**src/rtl/ps2_key_pkg.sv**
```systemverilog
// Shared scan codes, held-bit indices and key decode for the PS/2 game-control path.
// A key word is {extended, break, code}; matching ignores the break bit.
package ps2_key_pkg;

    localparam logic [7:0] SC_SPACE = 8'h29;
    localparam logic [7:0] SC_UP    = 8'h75;
    localparam logic [7:0] SC_W     = 8'h1D;
    localparam logic [7:0] SC_DOWN  = 8'h72;
    localparam logic [7:0] SC_S     = 8'h1B;
    localparam logic [7:0] SC_ENTER = 8'h5A;
    localparam logic [7:0] SC_P     = 8'h4D;
    localparam logic [7:0] SC_ESC   = 8'h76;

    localparam int unsigned KEY_SPACE = 0;
    localparam int unsigned KEY_W_UP  = 1;
    localparam int unsigned KEY_DOWN  = 2;
    localparam int unsigned KEY_S     = 3;
    localparam int unsigned KEY_ENTER = 4;
    localparam int unsigned KEY_P     = 5;
    localparam int unsigned KEY_ESC   = 6;
    localparam int unsigned NUM_KEYS  = 7;

    // One-hot held-bit select for a scan code; all zeros for unmapped codes.
    function automatic logic [NUM_KEYS-1:0] key_hit(input logic ext, input logic [7:0] code);
        logic [NUM_KEYS-1:0] hit;
        hit            = '0;
        hit[KEY_SPACE] = !ext && (code == SC_SPACE);
        hit[KEY_W_UP]  = (!ext && (code == SC_W)) || (ext && (code == SC_UP));
        hit[KEY_DOWN]  = ext && (code == SC_DOWN);
        hit[KEY_S]     = !ext && (code == SC_S);
        hit[KEY_ENTER] = !ext && (code == SC_ENTER);
        hit[KEY_P]     = !ext && (code == SC_P);
        hit[KEY_ESC]   = !ext && (code == SC_ESC);
        return hit;
    endfunction

endpackage

```
**src/rtl/key_watchdog.sv**
```systemverilog
// Idle-time counter for the key decoder: clears on any key event, saturates at the limit
// and pulses timeout during the last cycle before the limit is reached.
module key_watchdog #(
    parameter int unsigned TIMEOUT_CYC = 25_000_000,
    parameter int unsigned CNT_W       = 25
) (
    input  logic clk,
    input  logic rst,
    input  logic clr,
    output logic timeout
);

    localparam logic [CNT_W-1:0] LIMIT  = CNT_W'(TIMEOUT_CYC);
    localparam logic [CNT_W-1:0] LAST   = LIMIT - CNT_W'(1);
    localparam logic             ENABLE = (TIMEOUT_CYC != 0);

    logic [CNT_W-1:0] cnt_q, cnt_d;

    always_comb begin
        cnt_d = cnt_q;
        if (clr) begin
            cnt_d = '0;
        end else if (cnt_q != LIMIT) begin
            cnt_d = cnt_q + CNT_W'(1);
        end
    end

    // Fires once per idle stretch: the counter then sits at LIMIT until the next event.
    assign timeout = ENABLE && !clr && (cnt_q == LAST);

    always_ff @(posedge clk) begin
        if (rst) begin
            cnt_q <= '0;
        end else begin
            cnt_q <= cnt_d;
        end
    end

endmodule

```
**src/rtl/ps2_key_ctrl.sv**
```systemverilog
// Game-control decoder: tracks held keys from PS/2 key words and derives jump request,
// duck level, start/Esc pulses and pause toggle, with typematic repeats suppressed.
module ps2_key_ctrl #(
    parameter int unsigned TIMEOUT_CYC = 25_000_000,
    parameter int unsigned CNT_W       = 25
) (
    input  logic       clk,
    input  logic       rst,
    input  logic [9:0] key_data,
    input  logic       key_valid,
    input  logic       jump_ack,
    output logic       jump_req,
    output logic       duck_held,
    output logic       start_pulse,
    output logic       pause,
    output logic       esc_pulse,
    output logic [6:0] keys_held
);

    import ps2_key_pkg::*;

    logic [NUM_KEYS-1:0] held_q, held_d, hit, rise;
    logic                jump_q, jump_d, jump_set;
    logic                duck_q, start_q, pause_q, esc_q;
    logic                wd_timeout;

    key_watchdog #(
        .TIMEOUT_CYC(TIMEOUT_CYC),
        .CNT_W      (CNT_W)
    ) u_watchdog (
        .clk    (clk),
        .rst    (rst),
        .clr    (key_valid),
        .timeout(wd_timeout)
    );

    always_comb begin
        hit    = key_hit(key_data[9], key_data[7:0]);
        held_d = held_q;
        if (key_valid) begin
            held_d = key_data[8] ? (held_q & ~hit) : (held_q | hit);
        end else if (wd_timeout) begin
            held_d = '0;
        end
        // Edges are taken against the previous held state, so auto-repeat makes are silent.
        rise     = held_d & ~held_q;
        jump_set = !(held_q[KEY_SPACE] || held_q[KEY_W_UP]) &&
                   (held_d[KEY_SPACE] || held_d[KEY_W_UP]);
        jump_d   = jump_set || (jump_q && !jump_ack);
    end

    always_ff @(posedge clk) begin
        if (rst) begin
            held_q  <= '0;
            jump_q  <= 1'b0;
            duck_q  <= 1'b0;
            start_q <= 1'b0;
            pause_q <= 1'b0;
            esc_q   <= 1'b0;
        end else begin
            held_q  <= held_d;
            jump_q  <= jump_d;
            duck_q  <= held_d[KEY_DOWN] || held_d[KEY_S];
            start_q <= rise[KEY_ENTER];
            pause_q <= pause_q ^ rise[KEY_P];
            esc_q   <= rise[KEY_ESC];
        end
    end

    assign jump_req    = jump_q;
    assign duck_held   = duck_q;
    assign start_pulse = start_q;
    assign pause       = pause_q;
    assign esc_pulse   = esc_q;
    assign keys_held   = held_q;

endmodule

```
**config.mk**
```make
export PLATFORM = sky130hd
export DESIGN_NAME = ps2_key_ctrl
export DESIGN_NICKNAME = d
export VERILOG_FILES = /design/src/rtl/ps2_key_pkg.sv /design/src/rtl/key_watchdog.sv /design/src/rtl/ps2_key_ctrl.sv
export SDC_FILE = /design/constraint.sdc
export NUM_CORES = 1
export LEC_CHECK = 0
export CAP_MARGIN = 20
export CORE_ASPECT_RATIO = 1.1
export CORE_UTILIZATION = 45
export CTS_BUF_LIST = sky130_fd_sc_hd__clkbuf_8
export CTS_CLUSTER_DIAMETER = 40
export CTS_CLUSTER_SIZE = 16
export DETAILED_ROUTE_END_ITERATION = 6
export PLACE_DENSITY = 0.78
export SLEW_MARGIN = 10
export SYNTH_ARGS = -nofsm -noshare
export SYNTH_HDL_FRONTEND = slang
export SYNTH_SLANG_ARGS = --single-unit
```
**constraint.sdc**
```tcl
create_clock -name clk -period 3.7 [get_ports clk]
set_clock_uncertainty 0.05 [all_clocks]
set_input_delay 1.11 -clock clk [delete_from_list [all_inputs] [get_ports clk]]
set_output_delay 1.11 -clock clk [all_outputs]
set_load 0.1 [all_outputs]
```
# [Word level (Yosys, flattened, before mapping)]
# Cells that the tools add are included.
[word_totals] ff_bits=37 wordCells=48 output_inout_bits=12 inputBits=14
[classes] n_eq_ne=10 n_addsub=1 n_reduce_logical=21 mux=3 bitwise=6
[op_table] op="$eq 8x7->1 const B" n=5
[op_table] op="$add 25x1->25 const B" n=1
[op_table] op="$eq 25x25->1 const B" n=1
[op_table] op="$ne 25x25->1 const B" n=1
[op_table] op="$mux 7" n=3
[op_table] op="$eq 8x5->1 const B" n=2
[op_table] op="$and 7x7->7" n=2
[op_table] op="$not 7->7" n=2
[op_table] op="$logic_and 1x1->1" n=11
[op_table] op="$eq 8x6->1 const B" n=1
[op_table] op="$or 7x7->7" n=1
[op_table] op="$logic_or 1x1->1" n=5
[op_table] op="$logic_not 1->1" n=4
[op_table] op="$reduce_or 2->1" n=1
[op_table] op="$xor 1x1->1" n=1

# [Depth between registers and ports, before layout]
# Gate-level depths: netlist (run 1).
[logic_depth] ltp_word=10 ltp_mapped=7 mapped_depth_nobuf=6

# [Cells and area by module]
# From an unflattened synthesis (run 1), not the netlist that was laid out.
[unflattened] hier_cells=226 area_unflattened_um2=1998.2
[modules_own_cells] module="key_watchdog" area_per_inst_um2=1271.2 seq_area_each_um2=500.5 cells_each=146 instances=1
[modules_own_cells] module="ps2_key_ctrl" area_per_inst_um2=726.9 seq_area_each_um2=240.2 cells_each=80 instances=1

# [Least setup slack after synthesis (run 1)]
# OpenSTA, ideal clock, no wires.
[synth_timing] path_type="in2reg" startpoint="in key_data[5]" endpoint="reg jump_q (netlist: jump_req)" required_time_ns=3.546 cell_stages=5 n_path_buf=0 arrival_ns=2.577 slack_ns=0.968 setup_time_ns=0.104 cell_sequence="or4b_1 a2111oi_2 mux2i_1 o21ai_0 o41ai_1"
[synth_via] elab_chain_cells=10 elab_cells_between_ends=15 cone_classes="eq/ne (3); mux (2); bitwise (3); reduce/logical (7)"
[synth_rtl] element="start, declared" line_no="ps2_key_ctrl.sv:9" rtl="input logic [9:0] key_data,"
[synth_rtl] element="$eq 8x5->1 or $eq 8x7->1 (tied branches)" line_no="ps2_key_pkg.sv:28" rtl="hit[KEY_W_UP] = (!ext && (code == SC_W)) || (ext && (code == SC_UP));"
[synth_rtl] element="$logic_and 1x1->1" line_no="ps2_key_pkg.sv:28"
[synth_rtl] element="$logic_or 1x1->1" line_no="ps2_key_pkg.sv:28"
[synth_rtl] element="$not 7->7" line_no="ps2_key_ctrl.sv:41" rtl="held_d = key_data[8] ? (held_q & ~hit) : (held_q | hit);"
[synth_rtl] element="$and 7x7->7" line_no="ps2_key_ctrl.sv:41"
[synth_rtl] element="$mux 7 *" line_no="ps2_key_ctrl.sv:41"
[synth_rtl] element="$mux 7 *" line_no="ps2_key_ctrl.sv:40" rtl="if (key_valid) begin"
[synth_rtl] element="$logic_or 1x1->1 *" line_no="ps2_key_ctrl.sv:48" rtl="(held_d[KEY_SPACE] || held_d[KEY_W_UP]);"
[synth_rtl] element="$logic_and 1x1->1 *" line_no="ps2_key_ctrl.sv:47" rtl="jump_set = !(held_q[KEY_SPACE] || held_q[KEY_W_UP]) &&"
[synth_rtl] element="$logic_or 1x1->1 *" line_no="ps2_key_ctrl.sv:49" rtl="jump_d = jump_set || (jump_q && !jump_ack);"
[synth_rtl] element="end signal, assigned" line_no="ps2_key_ctrl.sv:62" rtl="jump_q <= jump_d;"
[synth_rtl] element="end, declared" line_no="ps2_key_ctrl.sv:23" rtl="logic jump_q, jump_d, jump_set;"
# Every way passes the cells marked *; elsewhere a longest branch is shown, timed or not.
# A chain may end at the register's enable or synchronous reset.

# [Worst setup path after layout (run 1)]
# Same ends and word-level chain as after synthesis.

==> results of run 1 <==
## per-stage QoR
step	instance area [um^2]	hold slack, ns
floorplan	1840	0.417
global placement	2100	0.413
detailed placement	2100	0.402
CTS	2190	0.423
global route	2190	0.455
finish	2190	0.420
## power by group through the flow
stage / logic (W) / registers [W] / clock network [W]
2_1_floorplan: 0.0000199 / 0.000410 / 0
4_1_cts: 0.0000441 / 0.000400 / 0.000296
6_report: 0.0000444 / 0.000400 / 0.000287
3_5_place_dp: 0.0000442 / 0.000410 / 0
5_1_grt: 0.0000485 / 0.000400 / 0.000311
3_3_place_gp: 0.0000435 / 0.000410 / 0
## cells in the mapped netlist, types with 5 or more instances
master	n
a21oi_1	9
a22oi_1	5
clkbuf_1	6
dfxtp_1	37
inv_1	13
mux2i_1	8
nand2_1	10
nand3_1	11
nand4_1	8
nor2_1	36
o21ai_0	7
or3_1	5
xnor2_1	11
xor2_1	8
## area by class of cell
type,instances,area share
multi-input cells,160,0.468
clock inverters,1,0.00343
repair buffers,25,0.101
inverters,13,0.0223
clock buffers,6,0.0377
flip-flops and latches,37,0.338
well taps,52,0.0297
## logic make-up (layout without fill, tap and decap cells)
group | after synthesis | after routing
buffers and inverters | 20 | 45
adders and majority gates | 2 | 2
muxes | 8 | 8
and+or+nand+nor | 107 | 107
xor gates and xnor gates | 19 | 19
AOI/OAI and AO/OA | 24 | 24
DFF | 37 | 37
## critical path, cell delays in order
cell             delay [ns]
clkdlybuf4s50_1        0.48
or4b_1                 0.58
a2111oi_2              0.42
mux2i_1                0.27
o21ai_0                0.13
o41ai_1                0.24
## worst paths after layout
path | from | end
min | jump_req | jump_req
min reg2reg | jump_req | jump_req
max reg2reg | u_watchdog.cnt_q[1] | u_watchdog.cnt_q[24]
max | key_data[5] | jump_req
## registers in the layout (all words and copies together) (netlist names)
register / cells
pause: 1
start_pulse: 1
keys_held: 7
u_watchdog.cnt_q: 25
jump_req: 1
esc_pulse: 1
duck_held: 1
## layer usage
| metal | vias up | routed length, um |
|---|---|---|
| li1 | 813 | - |
| met1 | 725 | 1750 |
| met2 | 34 | 1690 |
| met3 | 5 | 176 |
| met4 | 0 | 68 |
| met5 | - | 0 |
==> results.sh, run 1 <==
export IMPL_final_cell_mix="37 x dfxtp_1, 36 x nor2_1, 13 x inv_1, 13 x clkdlybuf4s50_1, 12 x buf_4"
export IMPL_pwr_share_seq=0.547
export IMPL_placed_cells=287
export IMPL_hold_buffers=0
export IMPL_grt_pass1_wl_um=6400
export IMPL_synth_seq_cells=37
export IMPL_synthAdderAreaFrac=0.0136
export IMPL_clk_pin_slew_worst_paths_ns=0.07
export IMPL_viasPerCell=5.36
export IMPL_yosys_top_cells_area="dfxtp_1 40%, nor2_1 7.3%, xnor2_1 5.2%, mux2i_1 4.4%, xor2_1 3.8%"
export IMPL_dp_slack_ns=0.308
export IMPL_antenna_found_initial=0
export IMPL_fin_ws_ns=0.627
export IMPL_syn_cell_area_um2=1840
export IMPL_cp_end_kind="flop"
export IMPL_hold_class="reg -> reg"
export IMPL_drt_pre_antenna_iters=7
export IMPL_worstPathRequired_ns=3.84
export IMPL_yosysSeqAreaShare=0.402
export IMPL_synth_ff_type="dfxtp_1"
export IMPL_max_cap_viol_count=0
export IMPL_clock_path_buffers=2
export IMPL_synth_async_reset_ratio=0
export IMPL_io_buffers=25
export IMPL_fmax_ghz=0.325
export IMPL_setup_tns_ns=0
export IMPL_p_total_w=0.000732
export IMPL_outcome="finished, final reports clean"
export IMPL_cts_sinks=37
export IMPL_cts_root_buf="clkbuf_8"
export IMPL_synth_edf_count=0
export IMPL_worstPathArrival_ns=3.22
export IMPL_wl_um=3690
export IMPL_yosys_area_top_type_share=0.402
export IMPL_die_area_um2=4350
export IMPL_finalCritPeriodShare=0.830
export IMPL_vdd_drop_max_v=0.000279
export IMPL_dp_hpwl_um=2620
export IMPL_syn_inst=217
export IMPL_grtUsageTotal=0.186
export IMPL_p_per_area_nw_per_um2=334
export IMPL_core_area_um2=3930
export IMPL_yosys_warnings=0
export IMPL_ff2ff_path_depth=6
export IMPL_synth_nets=233
export IMPL_rows=24
export IMPL_synthSimpleGateAreaFrac=0.322
export IMPL_finish_utilization=0.556
export IMPL_fin_nets=258
export IMPL_grtUsageMet1=0.221
export IMPL_met3_usage=0.0563
export IMPL_wire_per_inst_um=12.5
export IMPL_cell_internal_pwr_w=0.000567
export IMPL_cp_max_fo=6
export IMPL_hold_path_depth=2
export IMPL_pwr_share_comb=0.061
export IMPL_diodes=0
export IMPL_r2r_setup_slack_ns=1.51
export IMPL_fill_cells=354
export IMPL_power_switching_w=0.000165
export IMPL_grt_overflow=0
export IMPL_critPathKind="in -> reg"
export IMPL_num_vias=1577
export IMPL_synth_distinct_cells=39
export IMPL_postCtsSetupRepairBufs=0
export IMPL_drc=0
export IMPL_syn_to_final_growth_pct=18.9
export IMPL_synth_top_family_by_area="simple AND/OR/NAND/NOR gates"
export IMPL_grt_pass1_vias=1488
export IMPL_hold_viol_final=0
export IMPL_tightestPinTransition_ns=0.814
export IMPL_cts_htree_levels=2
export IMPL_avgSynthCellArea_um2=8.48
export IMPL_detail_route_iter0_violations=61
export IMPL_ios=26
export IMPL_ant_nets=0
export IMPL_pwr_share_clk=0.392
export IMPL_seq_area_um2=741
export IMPL_die_w_um=63.0
export IMPL_drive_above_1_share=0.112
export IMPL_start_util=0.468
export IMPL_start_kind="input port"
export IMPL_gp_congestion=0.796
export IMPL_grtUsageMet2=0.300
export IMPL_clk_latency_ns=0.30
export IMPL_synth_mux_area_frac=0.0435
export IMPL_dieHeight_um=69.1
export IMPL_swShare=0.225
export IMPL_synth_compound_area_frac=0.0863
export IMPL_cts_tree="done"
export IMPL_finalNonFillerCells=294
export IMPL_setup_violations=0
export IMPL_synth_xor_area_frac=0.0904
export IMPL_yosysTopAreaCell="dfxtp_1"
export IMPL_multi_input_area_um2=1020
export IMPL_cts_resized=0
export IMPL_power_leakage_nw=0.746
export IMPL_layout_commonest_cell="dfxtp_1"
export IMPL_fin_crit_ns=3.07
export IMPL_grt_setup_unrepaired="false"
export IMPL_busiest_layer="met2"
export IMPL_grt_max_degree=26
export IMPL_numCtsBuffers=5
export IMPL_slew_headroom=0.452
export IMPL_slew_viol_final=0
(Power assumes the default switching activity.)
==> run 2: changes to the inputs <==
Clock period 3.7 ns to 3.05 ns, I/O delays scaled along.
==> results.sh, run 2 (synthesis results as in run 1) <==
export IMPL_ios=26
export IMPL_hold_class="reg -> reg"
export IMPL_largest_register="u_watchdog.cnt_q"
export IMPL_dieHeight_um=69.1
export IMPL_slowest_delay_ns=0.55
export IMPL_final_cell_mix="37 x dfxtp_1, 36 x nor2_1, 17 x buf_4"
export IMPL_clk_latency_ns=0.29
export IMPL_vdd_drop_max_v=0.000298
export IMPL_hold_path_depth=2
export IMPL_fmax_ghz=0.361
export IMPL_grt_pass1_vias=1493
export IMPL_wl_met1_um=1760
export IMPL_gp_congestion=0.799
export IMPL_wire_per_inst_um=12.5
export IMPL_grtUsageTotal=0.185
export IMPL_grt_overflow=0
export IMPL_ant_nets=0
export IMPL_viasPerCell=5.32
export IMPL_layout_commonest_cell="dfxtp_1"
export IMPL_antenna_found_initial=0
export IMPL_worst_hold_slack_ns=0.428
export IMPL_num_vias=1597
export IMPL_drive_above_1_share=0.133
export IMPL_clock_path_buffers=2
export IMPL_rows=24
export IMPL_syn_to_final_growth_pct=22.3
export IMPL_wl_met2_um=1780
export IMPL_io_buffers=25
export IMPL_critPathKind="in -> reg"
export IMPL_wl_met3_um=137
export IMPL_start_util=0.468
export IMPL_drt_pre_antenna_iters=4
export IMPL_postCtsSetupRepairBufs=0
export IMPL_top_layer_used="met4"
export IMPL_fin_nets=263
export IMPL_finalCritPeriodShare=0.909
export IMPL_grt_max_degree=26
export IMPL_placed_area_um2=2140
export IMPL_die_w_um=63.0
export IMPL_worstPathRequired_ns=3.19
export IMPL_start_kind="input port"
export IMPL_cts_tree="done"
export IMPL_cp_end_kind="flop"
export IMPL_grt_setup_unrepaired="false"
export IMPL_ff2ff_path_depth=6
export IMPL_cp_max_fo=2
export IMPL_drc=0
export IMPL_tightestPinTransition_ns=0.731
export IMPL_worstPathArrival_ns=2.91
export IMPL_max_cap_viol_count=0
export IMPL_detail_route_iter0_violations=77
export IMPL_p_per_area_nw_per_um2=431
export IMPL_setup_violations=0
export IMPL_cpMaxStageDelayCell="or4b_1"
export IMPL_slew_headroom=0.508
export IMPL_largest_register_ffs=25
export IMPL_final_area_um2=2250
export IMPL_worstPathCellList="clkdlybuf4s50_1 > or4b_1 > a2111oi_2 > mux2i_1 > o21ai_0 > o41ai_1"
export IMPL_wl_um=3740
export IMPL_clk_pin_slew_worst_paths_ns=0.07
export IMPL_grt_pass1_wl_um=6470
export IMPL_cts_sinks=37
export IMPL_core_area_um2=3930
export IMPL_diodes=0
export IMPL_power_leakage_nw=0.781
export IMPL_cts_root_buf="clkbuf_8"
export IMPL_numCtsBuffers=5
export IMPL_outcome="finished, final reports clean"
export IMPL_fin_crit_ns=2.77
export IMPL_hold_buffers=0
export IMPL_cts_resized=0
export IMPL_slew_viol_final=0
export IMPL_p_total_w=0.000970
export IMPL_dp_hpwl_um=2690
export IMPL_hold_viol_final=0
export IMPL_die_area_um2=4350
export IMPL_cts_htree_levels=2
==> run 2: stage by stage <==
stage	instances	TNS (ns)	util	setup slack, ns
detailed placement	292	-0.000510	0.543	-0.000510
CTS	300	0	0.572	0.264
global placement	292	0	0.543	0.00522
global route	300	0	0.572	0.127
finish	300	0	0.572	0.276
floorplan	217	0	-	0.513
==> run 2: routing by layer <==
layer,vias to the layer above,global-route usage
li1,825,-
met1,732,0.229
met2,32,0.301
met3,8,0.0315
met4,0,0.101
met5,-,0
==> run 2: final timing paths <==
path / startpoint / slack (ns) / end
setup / recovery: key_data[5] / 0.28 / jump_req
hold / removal: jump_req / 0.43 / jump_req
setup reg to reg: u_watchdog.cnt_q[1] / 0.86 / u_watchdog.cnt_q[24]
hold reg to reg: jump_req / 0.43 / jump_req
==> run 2: critical path: cells and delay by family <==
kind | cells | cell delay (ns)
buffers and inverters | 1 | 0.41
AND/OR/NAND/NOR | 1 | 0.55
multiplexers | 1 | 0.26
AO/OA/AOI/OAI | 3 | 0.78
==> run 2: power breakdown <==
| group | switching [W] | total (W) | leakage [nW] | internal, W |
|---|---|---|---|---|
| logic | 0.0000298 | 0.0000588 | 0.428 | 0.0000289 |
| clock network | 0.000181 | 0.000426 | 0.0543 | 0.000245 |
| registers | 0.00000153 | 0.000486 | 0.298 | 0.000484 |
| total | 0.000213 | 0.000970 | 0.781 | 0.000758 |
==> run 2: final cells by class <==
type | count | area (um^2)
Fill cell | 356 | 1680
Multi-Input combinational cell | 160 | 1020
Sequential cell | 37 | 741
Timing Repair Buffer | 30 | 258
Clock buffer | 5 | 68.8
Tap cell | 52 | 65.1
Inverter | 13 | 48.8
Clock inverter | 3 | 46.3
==> run 3: changes to the inputs <==
Settings changed: CORE_UTILIZATION 45 to 35, PLACE_DENSITY 0.78 to 0.65.
==> results.sh, run 3 (synthesis results as in run 1) <==
export IMPL_clock_path_buffers=2
export IMPL_layout_commonest_cell="dfxtp_1"
export IMPL_setup_violations=0
export IMPL_viasPerCell=5.22
export IMPL_grt_pass1_vias=1600
export IMPL_grtUsageTotal=0.157
export IMPL_setup_tns_ns=0
export IMPL_rows=27
export IMPL_worstPathRequired_ns=3.19
export IMPL_hold_buffers=0
export IMPL_max_cap_viol_count=0
export IMPL_finalNonFillerCells=306
export IMPL_placed_cells=298
export IMPL_diodes=0
export IMPL_power_leakage_nw=0.784
export IMPL_p_per_area_nw_per_um2=437
export IMPL_largest_register_ffs=25
export IMPL_final_cell_mix="37 x dfxtp_1, 36 x nor2_1, 17 x buf_4"
export IMPL_crit_buf_inv=1
export IMPL_start_util=0.366
export IMPL_fill_cells=493
export IMPL_clk_pin_slew_worst_paths_ns=0.07
export IMPL_grt_pass1_wl_um=6950
export IMPL_hold_class="reg -> reg"
export IMPL_drive_above_1_share=0.133
export IMPL_cts_tree="done"
export IMPL_cts_root_buf="clkbuf_8"
export IMPL_cts_resized=0
export IMPL_wire_per_inst_um=12.5
export IMPL_dieHeight_um=78.1
export IMPL_postCtsSetupRepairBufs=0
export IMPL_cp_end_kind="flop"
export IMPL_syn_to_final_growth_pct=23.0
export IMPL_detail_route_iter0_violations=57
export IMPL_grt_max_degree=26
export IMPL_critPathKind="in -> reg"
export IMPL_cpMaxStageDelayCell="or4b_1"
export IMPL_core_area_um2=5030
export IMPL_worstPathArrival_ns=2.91
export IMPL_cp_max_fo=2
export IMPL_crit_family="compound AO/OA/AOI/OAI gates"
export IMPL_fin_crit_ns=2.76
export IMPL_tightestPinTransition_ns=0.773
export IMPL_dp_hpwl_um=2690
export IMPL_ant_nets=0
export IMPL_finalCritPeriodShare=0.906
export IMPL_fin_nets=263
export IMPL_cts_sinks=37
export IMPL_grt_overflow=0
export IMPL_slew_headroom=0.480
export IMPL_ios=26
export IMPL_cts_htree_levels=2
export IMPL_gp_congestion=0.810
export IMPL_die_w_um=71.1
export IMPL_fmax_ghz=0.362
export IMPL_antenna_found_initial=0
export IMPL_start_kind="input port"
export IMPL_numCtsBuffers=5
export IMPL_outcome="finished, final reports clean"
export IMPL_io_buffers=25
export IMPL_grt_setup_unrepaired="false"
export IMPL_worstPathCellList="clkdlybuf4s50_1 > or4b_1 > a2111oi_2 > mux2i_1 > o21ai_0 > o41ai_1"
export IMPL_die_area_um2=5550
export IMPL_num_vias=1597
export IMPL_clk_latency_ns=0.29
export IMPL_hold_viol_final=0
export IMPL_slowest_delay_ns=0.55
export IMPL_slew_viol_final=0
export IMPL_vdd_drop_max_v=0.000305
export IMPL_drt_pre_antenna_iters=4
export IMPL_drc=0
export IMPL_largest_register="u_watchdog.cnt_q"
export IMPL_wl_um=3820
export IMPL_worst_hold_slack_ns=0.419
run 3: cell types whose count changed in the layout (fill, tap and decap cells not counted):
| cell | previous run | this run |
|---|---|---|
| clkbuf_8 | 5 | 6 |
| clkinv_4 | 1 | 0 |
run 3: worst paths after layout:
kind,startpoint,cells past startpoint,to,slack (ns)
worst min-delay path,jump_req,2,jump_req,0.42
worst max-delay path,key_data[5],6,jump_req,0.29
worst max register to register,u_watchdog.cnt_q[1],6,u_watchdog.cnt_q[24],0.84
worst min register to register,jump_req,2,jump_req,0.42
run 3: power by group:
group          internal (W)  switching [W]
Combinational     0.0000289      0.0000300
Clock              0.000266       0.000178
Sequential         0.000484     0.00000155
Total              0.000779       0.000210
run 3: final cells by class:
type	instances	area [um^2]	share of cell area
sequential	37	741	0.327
tap	58	72.6	0.0321
clock inverter	2	37.5	0.0166
multi-input combinational	160	1020	0.452
clock buffer	6	82.6	0.0365
timing repair buffer	30	258	0.114
inverter	13	48.8	0.0216
run 3: metal layers:
| metal | vias up | global-route usage | wire length, um |
|---|---|---|---|
| met5 | - | 0 | 0 |
| met4 | 0 | 0.0640 | 59 |
| met3 | 8 | 0.0385 | 120 |
| met2 | 27 | 0.266 | 1850 |
| met1 | 742 | 0.189 | 1800 |
| li1 | 820 | - | - |
run 3: tightest hold or removal path: stages, from the launching register on:
cell and delay, ns:
dfxtp_1 0.33, nand2_1 0.06, o41ai_1 0.05
run 3: metrics by stage:
step	worst slack [ns]	power, W	area (um^2)	util
2_1_floorplan	0.513	0.000522	1840	-
3_3_place_gp	0.0166	0.000556	2140	0.426
3_5_place_dp	-0.0255	0.000556	2140	0.426
4_1_cts	0.268	0.00100	2260	0.450
5_1_grt	0.123	0.00103	2260	0.450
6_report	0.286	0.000988	2260	0.450
